--- src/rtl/rsff_cmd_arbiter.sv ---
// Round-robin arbiter sharing a bank of RS flip-flops between requesters.
// Each grant drives a timed S or R pulse, then a guard/readback cycle with ack.
module rsff_cmd_arbiter #(
  parameter int NREQ      = 4,
  parameter int NFLAGS    = 8,
  parameter int PULSE_CYC = 2
) (
  input  logic                          clk,
  input  logic                          rst_n,
  input  logic [NREQ-1:0]               req,
  input  logic [NREQ-1:0]               cmd,
  input  logic [NREQ*$clog2(NFLAGS)-1:0] idx,
  input  logic [NFLAGS-1:0]             q_in,
  output logic [NFLAGS-1:0]             S,
  output logic [NFLAGS-1:0]             R,
  output logic [NREQ-1:0]               ack,
  output logic                          err,
  output logic                          busy
);

  localparam int IW = $clog2(NFLAGS);
  localparam int PW = (NREQ > 1) ? $clog2(NREQ) : 1;
  localparam int CW = $clog2(PULSE_CYC + 1);

  typedef enum logic [1:0] {
    ST_IDLE,
    ST_PULSE,
    ST_CHECK
  } state_t;

  state_t            r_state;
  state_t            w_next;
  logic [PW-1:0]     r_rr;
  logic [PW-1:0]     r_gnt;
  logic [PW-1:0]     w_gid;
  logic              w_any;
  logic              r_cmd;
  logic [IW-1:0]     r_idx;
  logic [CW-1:0]     r_cnt;
  logic              w_cnt_done;
  logic              w_sel_cmd;
  logic [IW-1:0]     w_sel_idx;
  logic              w_sel_ok;
  logic              w_chk_ok;
  logic              w_drive;
  logic [NFLAGS-1:0] w_onehot;
  logic [NFLAGS-1:0] w_s_nxt;
  logic [NFLAGS-1:0] w_r_nxt;
  logic [NFLAGS-1:0] r_s;
  logic [NFLAGS-1:0] r_r;

  // Indices beyond the bank only exist when NFLAGS is not a power of two.
  if ((1 << IW) == NFLAGS) begin : g_pow2
    assign w_sel_ok = 1'b1;
    assign w_chk_ok = 1'b1;
  end else begin : g_np2
    assign w_sel_ok = (int'(w_sel_idx) < NFLAGS);
    assign w_chk_ok = (int'(r_idx) < NFLAGS);
  end

  assign w_cnt_done = (int'(r_cnt) == PULSE_CYC - 1);

  // First requesting index at or after the round-robin pointer.
  always_comb begin
    int k;
    k     = 0;
    w_any = 1'b0;
    w_gid = '0;
    for (int i = 0; i < NREQ; i++) begin
      k = int'(r_rr) + i;
      if (k >= NREQ) k = k - NREQ;
      if (!w_any && req[k]) begin
        w_any = 1'b1;
        w_gid = PW'(k);
      end
    end
  end

  // Next state and the command that the next cycle will drive.
  always_comb begin
    w_next    = r_state;
    w_sel_cmd = r_cmd;
    w_sel_idx = r_idx;
    unique case (r_state)
      ST_IDLE: begin
        if (w_any) begin
          w_next    = ST_PULSE;
          w_sel_cmd = cmd[w_gid];
          w_sel_idx = idx[w_gid*IW +: IW];
        end
      end
      ST_PULSE: begin
        if (w_cnt_done) w_next = ST_CHECK;
      end
      ST_CHECK: w_next = ST_IDLE;
      default:  w_next = ST_IDLE;
    endcase
  end

  assign w_drive  = (w_next == ST_PULSE) && w_sel_ok;
  assign w_onehot = {{(NFLAGS-1){1'b0}}, 1'b1} << w_sel_idx;
  assign w_s_nxt  = (w_drive && w_sel_cmd)  ? w_onehot : '0;
  assign w_r_nxt  = (w_drive && !w_sel_cmd) ? w_onehot : '0;

  // State, pulse counter and registered bank drives.
  always_ff @(posedge clk or negedge rst_n) begin
    if (!rst_n) begin
      r_state <= ST_IDLE;
      r_cnt   <= '0;
      r_s     <= '0;
      r_r     <= '0;
    end else begin
      r_state <= w_next;
      r_s     <= w_s_nxt;
      r_r     <= w_r_nxt;
      if (r_state == ST_PULSE && !w_cnt_done)
        r_cnt <= r_cnt + CW'(1);
      else
        r_cnt <= '0;
    end
  end

  // Grant latch at arbitration and pointer advance after completion.
  always_ff @(posedge clk or negedge rst_n) begin
    if (!rst_n) begin
      r_rr  <= '0;
      r_gnt <= '0;
      r_cmd <= 1'b0;
      r_idx <= '0;
    end else begin
      if (r_state == ST_IDLE && w_any) begin
        r_gnt <= w_gid;
        r_cmd <= w_sel_cmd;
        r_idx <= w_sel_idx;
      end
      if (r_state == ST_CHECK) begin
        if (int'(r_gnt) == NREQ - 1)
          r_rr <= '0;
        else
          r_rr <= r_gnt + PW'(1);
      end
    end
  end

  // Acknowledge and readback compare, only during the guard cycle.
  always_comb begin
    ack = '0;
    err = 1'b0;
    if (r_state == ST_CHECK) begin
      ack[r_gnt] = 1'b1;
      err = !w_chk_ok || (q_in[r_idx] != r_cmd);
    end
  end

  assign S    = r_s;
  assign R    = r_r;
  assign busy = (r_state != ST_IDLE);

endmodule

--- config.mk ---
export PLATFORM = sky130hd
export DESIGN_NAME = rsff_cmd_arbiter
export DESIGN_NICKNAME = d
export VERILOG_FILES = /design/src/rtl/rsff_cmd_arbiter.sv
export SDC_FILE = /design/constraint.sdc
export NUM_CORES = 1
export LEC_CHECK = 0
export ABC_AREA = 1
export CAP_MARGIN = 30
export CORE_UTILIZATION = 42
export CTS_BUF_LIST = sky130_fd_sc_hd__clkbuf_16
export CTS_CLUSTER_SIZE = 12
export DETAILED_ROUTE_END_ITERATION = 12
export GPL_TIMING_DRIVEN = 0
export PLACE_DENSITY = 0.76
export SYNTH_ARGS = -nofsm -noshare
export SYNTH_HDL_FRONTEND = slang
export SYNTH_SLANG_ARGS = --single-unit
--- constraint.sdc ---
create_clock -name clk -period 1.8 [get_ports clk]
set_input_delay 0.36 -clock clk [delete_from_list [all_inputs] [get_ports clk]]
set_output_delay 0.36 -clock clk [all_outputs]
set_load 0.05 [all_outputs]
==> results.ini <==
[run_status]
status = finished, violations left
violations = setup timing

[finish]
fin_util = 0.723
finalNonFillerCells = 339
seq_area_um2 = 703
fillCellCount = 286
syn2layout_area_growth_pct = 58.8
antennaDiodeCount = 0
final_nets = 327
drive_gt1_frac = 0.361
multiInputGateArea_um2 = 1090

[sta]
hold_viol = 0
fin_ws_ns = -0.321
timing.hold.ws_ns = 0.430
maxSlewViolCount = 0
rsz0062_at_grt = yes
max_freq_ghz = 0.471
post-route-period-util = 1.18
worst_pin_slew_ns = 0.520
finClkSkew_ns = 0.00164
setup_viol_count_final = 21
post-route-min-period_ns = 2.12
relSlewSlack = 0.652

[die]
die_area_um2 = 4380
io_pins = 52
rows = 22
core_area_um2 = 3800
die_height_um = 66.2
die_w_um = 66.2
start_util = 0.456

[logic_synthesis]
synth_ff_type = dfrtp_1
yosys_register_bits = 28
avgSynthCellArea_um2 = 7.90
synth_top_area_cell = dfrtp_1
synthTopCellsByArea = dfrtp_1 (40%), nand2_1 (11%), nor2_1 (6.9%)
synthesis.nets = 254
ys_types = 25
async_reset_ff_frac = 1.00
synth_common_cells = nand2_1 (51), nor2_1 (32), dfrtp_1 (28)
synth_top_area_share = 0.405
yosys_warnings = 0
synth.most_common_cell = nand2_1
synth_edf_count = 0
synth_seq_area_share = 0.405
mappedNetlistArea_um2 = 1730
synth_cells = 219

[clocking]
clkSinkCount = 28
cts_tree = yes
clk_path_buf_depth = 2
numCtsBuffers = 3
htree_num_levels = 1
clock-root-buffer = clkbuf_16
path_clk_slew_ns = 0.07
clock_latency_ns = 0.26

[detailed_routing]
drtIter0Drc = 73
wl_um = 4590
ant_nets = 0
wl_per_cell_um = 13.5
num_vias = 1678
maxUsedRoutingLayer = met4
drt-pass1-iter-count = 4
wl_met3_um = 275
post-route-drc-count = 0
wl_met2_um = 2230
wl_met1_um = 1990
vias_per_cell = 4.95

[grt]
overflow = 0
grt_start_max_net_pins = 22
grt_pass1_wl_um = 7360
antenna_found_initial = 0
grt_pass1_vias = 1595
track_usage = 0.226

[critical_path]
crit_chain = buf_4 -> nand2_1 -> nand2_4 -> nand2_2 -> nand2_2 -> nor2_4 -> nand3_1 -> nand3_1 -> nand2_2 -> nor2_2 -> nand2_2 -> nand2_1 -> nor2_2 -> nor2_2 -> nand2_2 -> nor2_1
crit_type = reg2reg
cp.buffers_inverters = 1
critPathRequiredTime_ns = 1.99
end_kind = register
crit_family = simple AND/OR/NAND/NOR gates
start_kind = register
slowest_delay_ns = 0.40
crit_slowest_cell = dfrtp_1
arrival_ns = 2.31
cpMostUsedCell = nand2_2
cp_max_fo = 5

[placed_design]
placedCellCount = 319
portBuffers = 51
preCtsSetupSlack_ns = -0.912
gp_congestion = 0.831
hpwl_um = 3110

[worst_hold_path]
hold_path_class = in2async

[run]
drv_cap = 0

## worst paths after layout
| check | startpoint | to | slack [ns] | cells after the start |
|---|---|---|---|---|
| setup / recovery | r_rr[0]$_DFFE_PN0P_ | R[3]$_DFF_PN0_ | -0.32 | 16 |
| hold / removal | rst_n | r_idx[1]$_DFFE_PN0P_ | 0.43 | 1 |
| setup reg to reg | r_rr[0]$_DFFE_PN0P_ | R[3]$_DFF_PN0_ | -0.32 | 16 |
| hold reg to reg | r_cnt[0]$_DFF_PN0_ | r_cnt[0]$_DFF_PN0_ | 0.43 | 1 |
| max in group asynchronous | rst_n | r_state[1]$_DFF_PN0_ | 0.90 | 2 |
| min in group clk | r_cnt[0]$_DFF_PN0_ | r_cnt[0]$_DFF_PN0_ | 0.43 | 1 |
## cell type report
cell class,instances,share of cell area
buffer,1,0.00410
timing repair buffer,66,0.232
clock buffer,3,0.0273
multi-input combinational,160,0.396
timing repair inverter,1,0.00228
sequential,28,0.256
inverter,31,0.0496
clock inverter,1,0.0109
tap,48,0.0219
## layer usage
layer / vias up / global-route usage
met5: - / 0
li1: 844 / -
met2: 48 / 0.369
met3: 8 / 0.0483
met1: 778 / 0.294
met4: 0 / 0.0798
## state kept, by name, summed over array words and instances, names as in the netlist
signal and cells:
R 8, S 8, r_cmd 1, r_cnt 2
r_gnt 2, r_idx 3, r_rr 2, r_state 2
## cell families after synthesis
group | count (synthesis) | synth area share
mux | 1 | 0.00651
simple gates | 138 | 0.416
compound gates | 15 | 0.0564
buf+inv | 32 | 0.0795
fa+ha+maj | 5 | 0.0362
flops | 28 | 0.405
## layout by cell type (no fill, tap or decap)
master           synthesis  layout
nand2_2                 17      19
ha_1                     5       5
inv_2                    5       3
o21ai_2                  0       1
nand3_2                  3      10
nand4_4                  0       1
dlygate4sd2_1            0       4
nor2_4                   1       3
buf_16                   0       1
o32ai_2                  0       1
a21oi_2                  0       1
a21oi_1                  3       2
nor2_2                   5       8
bufinv_16                0       1
o21ai_0                  7       5
inv_4                    1       6
buf_6                    1       4
inv_8                    1       1
clkbuf_16                0       3
clkdlybuf4s50_1          0      39
inv_1                   24      22
o21ai_1                  1       2
clkbuf_2                 0       1
nand2_1                 51      39
nand3_4                  4       5
nand3_1                 14       7
clkbuf_4                 0       4
nand4_1                  5       5
mux2_4                   0       1
buf_4                    0      12
nor2_1                  32      27
dfrtp_2                  0       2
o32ai_1                  2       1
dfrtp_1                 28      26
o211ai_4                 0       1
or2_4                    0       2
dlymetal6s2s_1           0       2
o211ai_2                 2       1
nand2_4                  3      13
## through the flow
step / TNS (ns) / area [µm²]
6_report: -5.45 / 2750
5_1_grt: -8.32 / 2750
4_1_cts: -5.02 / 2700
3_5_place_dp: -14.43 / 2370
3_3_place_gp: -15.27 / 2340
2_1_floorplan: -0.824 / 1770
## what timing repair did
item,4_1_cts,5_1_grt
gates resized for setup,71,18
setup endpoints to repair,26,30
pin swaps,19,1
hold buffers,0,0
setup buffers,12,1
cloned,3,0
Power is left out: the tool's default activity adds up to more than one toggle a clock period on the data nets, which glitch-free logic cannot reach.
